[config.mk]
export PLATFORM = sky130hd
export DESIGN_NAME = int_datapath_md
export DESIGN_NICKNAME = d
export VERILOG_FILES = /design/src/rtl/int_datapath_md.sv
export SDC_FILE = /design/constraint.sdc
export NUM_CORES = 2
export LEC_CHECK = 0
export CAP_MARGIN = 40
export CORE_ASPECT_RATIO = 0.8
export CORE_MARGIN = 2
export CORE_UTILIZATION = 55
export DETAILED_ROUTE_END_ITERATION = 7
export PLACE_DENSITY_LB_ADDON = 0.15
export SLEW_MARGIN = 20
export SYNTH_ARGS = -nofsm -noshare
export SYNTH_HDL_FRONTEND = slang
export SYNTH_SLANG_ARGS = --single-unit
export TNS_END_PERCENT = 50
[constraint.sdc]
create_clock -name clk -period 6.6 [get_ports clk]
set_input_delay 1.65 -clock clk [delete_from_list [all_inputs] [get_ports clk]]
set_output_delay 1.65 -clock clk [all_outputs]
set_load 0.02 [all_outputs]
[src/rtl/int_datapath_md.sv]
// Integer datapath: register file, registered operands, single-cycle ALU and an iterative
// mul/div unit writing HI/LO. Define DP_BYPASS_EN to forward same-cycle writes into operands.
module int_datapath_md #(
  parameter int unsigned DW      = 32,
  parameter int unsigned AW      = 5,
  parameter int unsigned SP_ADDR = 29,
  parameter int unsigned RA_ADDR = 31
) (
  input  logic          clk,
  input  logic          reset,
  input  logic          d_en,
  input  logic [1:0]    da_sel,
  input  logic [AW-1:0] d_addr,
  input  logic [AW-1:0] s_addr,
  input  logic [AW-1:0] t_addr,
  input  logic          s_sel,
  input  logic          t_sel,
  input  logic [DW-1:0] dt,
  input  logic [4:0]    shamt,
  input  logic [4:0]    fs,
  input  logic          md_start,
  input  logic [1:0]    md_op,
  input  logic [1:0]    hilo_wr,
  input  logic [DW-1:0] dy,
  input  logic [DW-1:0] io_in,
  input  logic          din_sel,
  input  logic [DW-1:0] pc_in,
  input  logic [2:0]    y_sel,
  input  logic [3:0]    flags_in,
  input  logic [1:0]    d_out_sel,
  output logic [DW-1:0] y_out,
  output logic [DW-1:0] d_out,
  output logic          c,
  output logic          v,
  output logic          n,
  output logic          z,
  output logic          md_busy,
  output logic          md_done,
  output logic          md_dz
);

  localparam int unsigned NReg = 1 << AW;
  localparam int unsigned CntW = $clog2(DW) + 1;
  localparam logic [AW-1:0] SpAddr = AW'(SP_ADDR);
  localparam logic [AW-1:0] RaAddr = AW'(RA_ADDR);

  typedef enum logic [1:0] {StIdle, StRun, StFix} md_state_e;

  logic [DW-1:0] rf_q [NReg];
  logic [DW-1:0] rs_q, rt_q, alu_q, din_q, pc_q, hi_q, lo_q;
  logic [4:0]    sh_q;

  // Register file
  logic [AW-1:0] wa, s_ra;
  logic [DW-1:0] s_rf, t_rf, s_op, t_op;

  always_comb begin
    case (da_sel)
      2'b00:   wa = d_addr;
      2'b01:   wa = t_addr;
      2'b10:   wa = RaAddr;
      default: wa = SpAddr;
    endcase
    s_ra = s_sel ? SpAddr : s_addr;
    s_rf = (s_ra == '0) ? '0 : rf_q[s_ra];
    t_rf = (t_addr == '0) ? '0 : rf_q[t_addr];
  end

  always_ff @(posedge clk or negedge reset) begin
    if (!reset) begin
      for (int unsigned i = 0; i < NReg; i++) rf_q[i] <= '0;
    end else if (d_en && (wa != '0)) begin
      rf_q[wa] <= y_out;
    end
  end

  // Operand capture
`ifdef DP_BYPASS_EN
  always_comb begin
    s_op = (d_en && (wa != '0) && (wa == s_ra)) ? y_out : s_rf;
    t_op = (d_en && !t_sel && (wa != '0) && (wa == t_addr)) ? y_out : t_rf;
  end
`else
  always_comb begin
    s_op = s_rf;
    t_op = t_rf;
  end
`endif

  always_ff @(posedge clk or negedge reset) begin
    if (!reset) begin
      rs_q  <= '0;
      rt_q  <= '0;
      sh_q  <= '0;
      din_q <= '0;
      pc_q  <= '0;
    end else begin
      rs_q  <= s_op;
      rt_q  <= t_sel ? dt : t_op;
      sh_q  <= shamt;
      din_q <= din_sel ? io_in : dy;
      pc_q  <= pc_in;
    end
  end

  // ALU: one shared adder; subtract-class ops feed ~T with carry-in 1
  logic [DW-1:0] add_b, add_s, alu_res;
  logic          add_cin, add_co, add_v;
  logic          alu_c, alu_v, alu_ok;
  int unsigned   sh_amt;

  always_comb begin
    add_b   = rt_q;
    add_cin = 1'b0;
    case (fs)
      5'h04, 5'h05, 5'h06, 5'h07: begin
        add_b   = ~rt_q;
        add_cin = 1'b1;
      end
      5'h0F: begin
        add_b   = '0;
        add_cin = 1'b1;
      end
      5'h10: begin
        add_b   = '1;
        add_cin = 1'b0;
      end
      default: ;
    endcase
    {add_co, add_s} = {1'b0, rs_q} + {1'b0, add_b} + {{DW{1'b0}}, add_cin};
    add_v = (rs_q[DW-1] == add_b[DW-1]) && (add_s[DW-1] != rs_q[DW-1]);
  end

  always_comb begin
    sh_amt  = 32'(sh_q) % DW;
    alu_res = '0;
    alu_c   = 1'b0;
    alu_v   = 1'b0;
    alu_ok  = 1'b1;
    case (fs)
      5'h00: alu_res = rs_q;
      5'h01: alu_res = rt_q;
      5'h02, 5'h04, 5'h0F, 5'h10: begin
        alu_res = add_s;
        alu_c   = add_co;
        alu_v   = add_v;
      end
      5'h03, 5'h05: begin
        alu_res = add_s;
        alu_c   = add_co;
      end
      5'h06: begin
        alu_res = DW'($signed(rs_q) < $signed(rt_q));
        alu_c   = add_co;
      end
      5'h07: begin
        alu_res = DW'(rs_q < rt_q);
        alu_c   = add_co;
      end
      5'h08: alu_res = rs_q & rt_q;
      5'h09: alu_res = rs_q | rt_q;
      5'h0A: alu_res = rs_q ^ rt_q;
      5'h0B: alu_res = ~(rs_q | rt_q);
      5'h0C: alu_res = rt_q << sh_amt;
      5'h0D: alu_res = rt_q >> sh_amt;
      5'h0E: alu_res = $signed(rt_q) >>> sh_amt;
      default: alu_ok = 1'b0;
    endcase
  end

  always_ff @(posedge clk or negedge reset) begin
    if (!reset) begin
      alu_q <= '0;
      c     <= 1'b0;
      v     <= 1'b0;
      n     <= 1'b0;
      z     <= 1'b0;
    end else begin
      alu_q <= alu_res;
      c     <= alu_c;
      v     <= alu_v;
      n     <= alu_ok & alu_res[DW-1];
      z     <= alu_ok & (alu_res == '0);
    end
  end

  // Mul/div unit: md_p_q is {hi, lo}; multiply shifts right, divide shifts left
  md_state_e       md_state_q;
  logic [1:0]      md_op_q;
  logic [CntW-1:0] md_cnt_q;
  logic [2*DW-1:0] md_p_q;
  logic [DW-1:0]   md_m_q, md_a_q;
  logic            md_na_q, md_nb_q;

  logic            st_sgn, st_na, st_nb;
  logic [DW-1:0]   st_ma, st_mb;
  logic [DW:0]     mul_sum, div_sh, div_diff;
  logic [2*DW-1:0] mul_next, div_next, f_prod;
  logic            f_sgn, f_dz;
  logic [DW-1:0]   f_q, f_r, fix_hi, fix_lo;

  always_comb begin
    st_sgn = !md_op[0];
    st_na  = st_sgn & rs_q[DW-1];
    st_nb  = st_sgn & rt_q[DW-1];
    st_ma  = st_na ? (~rs_q + 1'b1) : rs_q;
    st_mb  = st_nb ? (~rt_q + 1'b1) : rt_q;

    mul_sum  = {1'b0, md_p_q[2*DW-1:DW]} + {1'b0, (md_p_q[0] ? md_m_q : {DW{1'b0}})};
    mul_next = {mul_sum, md_p_q[DW-1:1]};

    div_sh   = {md_p_q[2*DW-1:DW], md_p_q[DW-1]};
    div_diff = div_sh - {1'b0, md_m_q};
    div_next = !div_diff[DW] ? {div_diff[DW-1:0], md_p_q[DW-2:0], 1'b1}
                             : {div_sh[DW-1:0], md_p_q[DW-2:0], 1'b0};

    f_sgn  = !md_op_q[0];
    f_dz   = md_op_q[1] && (md_m_q == '0);
    f_prod = (f_sgn && (md_na_q ^ md_nb_q)) ? (~md_p_q + 1'b1) : md_p_q;
    f_q    = (f_sgn && (md_na_q ^ md_nb_q)) ? (~md_p_q[DW-1:0] + 1'b1) : md_p_q[DW-1:0];
    f_r    = (f_sgn && md_na_q) ? (~md_p_q[2*DW-1:DW] + 1'b1) : md_p_q[2*DW-1:DW];

    if (!md_op_q[1]) begin
      fix_hi = f_prod[2*DW-1:DW];
      fix_lo = f_prod[DW-1:0];
    end else if (f_dz) begin
      fix_hi = md_a_q;
      fix_lo = '1;
    end else begin
      fix_hi = f_r;
      fix_lo = f_q;
    end
  end

  always_ff @(posedge clk or negedge reset) begin
    if (!reset) begin
      md_state_q <= StIdle;
      md_op_q    <= '0;
      md_cnt_q   <= '0;
      md_p_q     <= '0;
      md_m_q     <= '0;
      md_a_q     <= '0;
      md_na_q    <= 1'b0;
      md_nb_q    <= 1'b0;
      hi_q       <= '0;
      lo_q       <= '0;
      md_busy    <= 1'b0;
      md_done    <= 1'b0;
      md_dz      <= 1'b0;
    end else begin
      md_done <= 1'b0;
      if (!md_busy && hilo_wr[1]) hi_q <= rs_q;
      if (!md_busy && hilo_wr[0]) lo_q <= rs_q;
      case (md_state_q)
        StIdle: begin
          if (md_start) begin
            md_op_q    <= md_op;
            md_cnt_q   <= '0;
            md_p_q     <= {{DW{1'b0}}, st_ma};
            md_m_q     <= st_mb;
            md_a_q     <= rs_q;
            md_na_q    <= st_na;
            md_nb_q    <= st_nb;
            md_busy    <= 1'b1;
            md_dz      <= 1'b0;
            md_state_q <= StRun;
          end
        end
        StRun: begin
          md_p_q <= md_op_q[1] ? div_next : mul_next;
          if (md_cnt_q == CntW'(DW - 1)) md_state_q <= StFix;
          else md_cnt_q <= md_cnt_q + 1'b1;
        end
        StFix: begin
          hi_q       <= fix_hi;
          lo_q       <= fix_lo;
          md_done    <= 1'b1;
          md_busy    <= 1'b0;
          if (f_dz) md_dz <= 1'b1;
          md_state_q <= StIdle;
        end
        default: md_state_q <= StIdle;
      endcase
    end
  end

  // Writeback and data-out muxes
  always_comb begin
    case (y_sel)
      3'b000:  y_out = hi_q;
      3'b001:  y_out = lo_q;
      3'b010:  y_out = alu_q;
      3'b011:  y_out = din_q;
      3'b100:  y_out = pc_q;
      default: y_out = '0;
    endcase
    case (d_out_sel)
      2'b01:   d_out = pc_q;
      2'b10:   d_out = {{(DW-4){1'b0}}, flags_in};
      default: d_out = rt_q;
    endcase
  end

endmodule

==> impl_results.md <==
* Initial antenna violation count at 21
* Most common cell after layout, fill and taps aside: dfrtp_1
* Tmin final at 6.35 ns
* Pwr dens at about 370 mW/mm^2
* CP Launch Type: primary input
* Syn_area_per_cell at roughly 9.4 sq um
* Final hold viol count at 0
* Comb pwr share at between 30% and 40%
* Required @ worst endpoint at about 5.0 ns
* Setup TNS at 0 ns
* WL final at about 370 mm
* Maximum clock path buffer count at 3
* Worst Skew at 0.0403 ns
* Worst R2R Start: rs_q[1]$_DFF_PN0_
* FF-to-FF End: z$_DFF_PN0_
* Fmax at 158 MHz
* Yosys top cell by area: dfrtp_1
* Post-synth EDFFs at 0
* WHS Endpoint: rf_q[996]$_DFFE_PN0P_
* Worst-Margin Slew at roughly 1 ns
* Cts hold-fix bufs at 0
* Main area contributors after synthesis: dfrtp_1 (41%), mux4_2 (8.1%), a21oi_1 (5.9%)
* Min-delay src: rf_q[996]$_DFFE_PN0P_
* Most frequent cells in the layout: dfrtp_1 (1395), nor2_1 (1005), a21oi_1 (1002)
* Initial Utilization at a little under three fifths
* Vias in the first global route at 74900
* Pint at 0.0217 W
* Relative slew slack at 32.6%
* Post-route ant nets at 0
* Drt pass-1 iters at 8
* Reg-to-reg setup timing slack at 1.56 ns
* Unrepaired setup endpoints after global routing: no
* DP HPWL at 246 mm
* Switching share of power at 39.8%
* Clk slew on worst S/H paths at 0.07 ns
* Clock power share at between 20% and 30%
* Min-Delay Path Class: register to register
* PortBufs at between 200 and 250
* Critical Path Sink Type: output pin
* Synth Warn # at 0
* Core ar. at 0.155 sq mm
* Period Utilization, post-route at 96.2%
* Worst skew pair latency at 0.82 ns
* Mapped Cells at 9095
* # clock sinks at 1400
* Hold-critical path depth at 0
* Global-route wire length before repair at between 500 and 600 mm
* Post-synthesis sequential area ratio at 40.9%
* Outcome: finished, violations left
* CP Class: primary input to output pin
* Unique masters post-synth at 96
* Fill cells at 12800
* Die width at between 400 and 500 um
* Setup WS post-layout at 0.254 ns
* Post-CTS Repair Setup Buffers at 0
* Final setup vio count at 0
* Failing checks: design-rule violations
* Fin. max-slew vios at 0
* Initial DRC count at 11100
* Total track usage at 45.8%
* CTS Buf Count at approximately 150
* Area Growth Syn to Fin at 13.5%
* CTS tree: built
* Clk root buf: clkbuf_16
* CTS resizes at 0
* Share of cells above drive strength 1 at 14.4%
* Top-area cell type share of the netlist area at 40.9%
* Sequential cell area at 0.0350 sq mm
* Die H at around 360 um
* Setup slack at placement at -0.0547 ns
* Die area at 0.159 sq mm
* Net Sw Power at 0.0143 W
* Power share of the sequential group at 37.4%
* Ys flop type: dfrtp_1
* Area occupied by multi-input gates at 0.0473 sq mm
* Max_cap viols at 0
* # DRC at 2
* Critical Path AT at between 4 and 5 ns
* Routed len/inst at 33.1 um
* Grt ovf at 0
* Max FO, Critical Path at 26
* Ports at 246
* Nets@finish at 9353
* Asr flop ratio synth at 100%
* Vias at 78300
* Gp weighted congestion at 1.09
* Cells on worst reg2reg path at 14
* Post-synthesis net count at 9472
* # rows at 129
* H-tree depth at 4
* Pin count of the biggest net entering global routing at between 150 and 200
* Peak VDD IR at 0.320 mV
* Cell Area, Synth at 0.0856 sq mm
* Yosys reg bits at 1400
* Vias/cell at approximately 7.0
* Pleak at 41.3 nW
worst max-delay path by stage:
stage,start,end,cells past startpoint,slack [ns]
2_1_floorplan,fs[1],z$_DFF_PN0_,23,0.45
3_3_place_gp,fs[2],z$_DFF_PN0_,18,-0.04
3_5_place_dp,fs[2],z$_DFF_PN0_,19,-0.05
4_1_cts,y_sel[0],y_out[24],9,0.42
5_1_grt,y_sel[0],y_out[30],9,0.25
6_report,y_sel[2],y_out[24],7,0.25
critical path, cell delays in order:
cell and delay, ns:
clkdlybuf4s50_1 0.63, nand2b_1 0.18, buf_4 0.39, o21ai_0 0.26, a221oi_4 0.62, inv_1 0.30
clkdlybuf4s50_1 0.63
per-stage QoR:
stage | utilization, % | power, W | hold WS, ns | area [sq um] | instances
3_5_place_dp | 59.2 | 0.0264 | 0.388 | 91600 | 10800
3_3_place_gp | 58.9 | 0.0260 | 0.382 | 91100 | 10800
5_1_grt | 62.8 | 0.0377 | 0.415 | 97100 | 11100
4_1_cts | 62.7 | 0.0356 | 0.402 | 96900 | 11100
6_report | 62.8 | 0.0360 | 0.403 | 97100 | 11100
2_1_floorplan | - | 0.0215 | 0.441 | 85600 | 9095
state kept, by name, summed over array words and instances (netlist names):
signal,flops
alu_q,32
c,1
din_q,32
hi_q,32
lo_q,32
md_a_q,32
md_busy,1
md_cnt_q,6
md_done,1
md_dz,1
md_m_q,32
md_na_q,1
md_nb_q,1
md_op_q,2
md_p_q,64
md_state_q,2
n,1
pc_q,32
rf_q,1024
rs_q,32
rt_q,32
sh_q,5
v,1
z,1
power by group through the flow:
stage | Sequential [W] | Clock (W) | Combinational, W
floorplan | 0.0121 | 0 | 0.00940
global placement | 0.0133 | 0 | 0.0127
detailed placement | 0.0134 | 0 | 0.0130
CTS | 0.0133 | 0.00923 | 0.0130
global route | 0.0136 | 0.00961 | 0.0145
finish | 0.0134 | 0.00920 | 0.0134
final cells by class:
type / count / area share (%)
Sequential cell: 1400 / 36.1
Clock buffer: 205 / 4.46
Clock inverter: 65 / 0.987
Inverter: 185 / 0.715
Multi-Input combinational cell: 6605 / 48.7
Tap cell: 2030 / 2.61
Antenna cell: 8 / 0.0206
Timing Repair Buffer: 635 / 6.46
kinds of logic (layout without fill, tap and decap cells):
kind of cell	count (synthesis)	after routing	share of synthesized area, %
AOI/OAI and AO/OA	2887	2887	21.2
and+or+nand+nor	2364	2364	12.0
muxes	954	954	15.9
xor gates and xnor gates	198	198	2.03
other	0	8	0
buffers and inverters	1090	1090	4.98
adders and majority gates	202	202	2.99
DFF	1400	1400	40.9
layer usage:
layer  vias to the layer above  GRT usage [%]  wire length (um)
li1                      33100              -                 -
met4                        20           30.3             29300
met2                      5397           66.1            156000
met5                         -          0.323               183
met3                      1241           14.3             46900
met1                     38500           59.5            136000
cells in the mapped netlist, types with 113 or more instances:
| master | n |
|---|---|
| clkbuf_1 | 744 |
| o211ai_1 | 182 |
| mux2i_1 | 492 |
| inv_1 | 184 |
| a211oi_1 | 113 |
| a221oi_1 | 138 |
| a21oi_1 | 1003 |
| ha_1 | 198 |
| nand2_1 | 752 |
| mux2_2 | 155 |
| o21ai_0 | 711 |
| nand3_1 | 150 |
| dfrtp_1 | 1400 |
| nor2_1 | 1033 |
| xnor2_1 | 149 |
| mux4_2 | 307 |
Power figures use the tool's default switching activity.
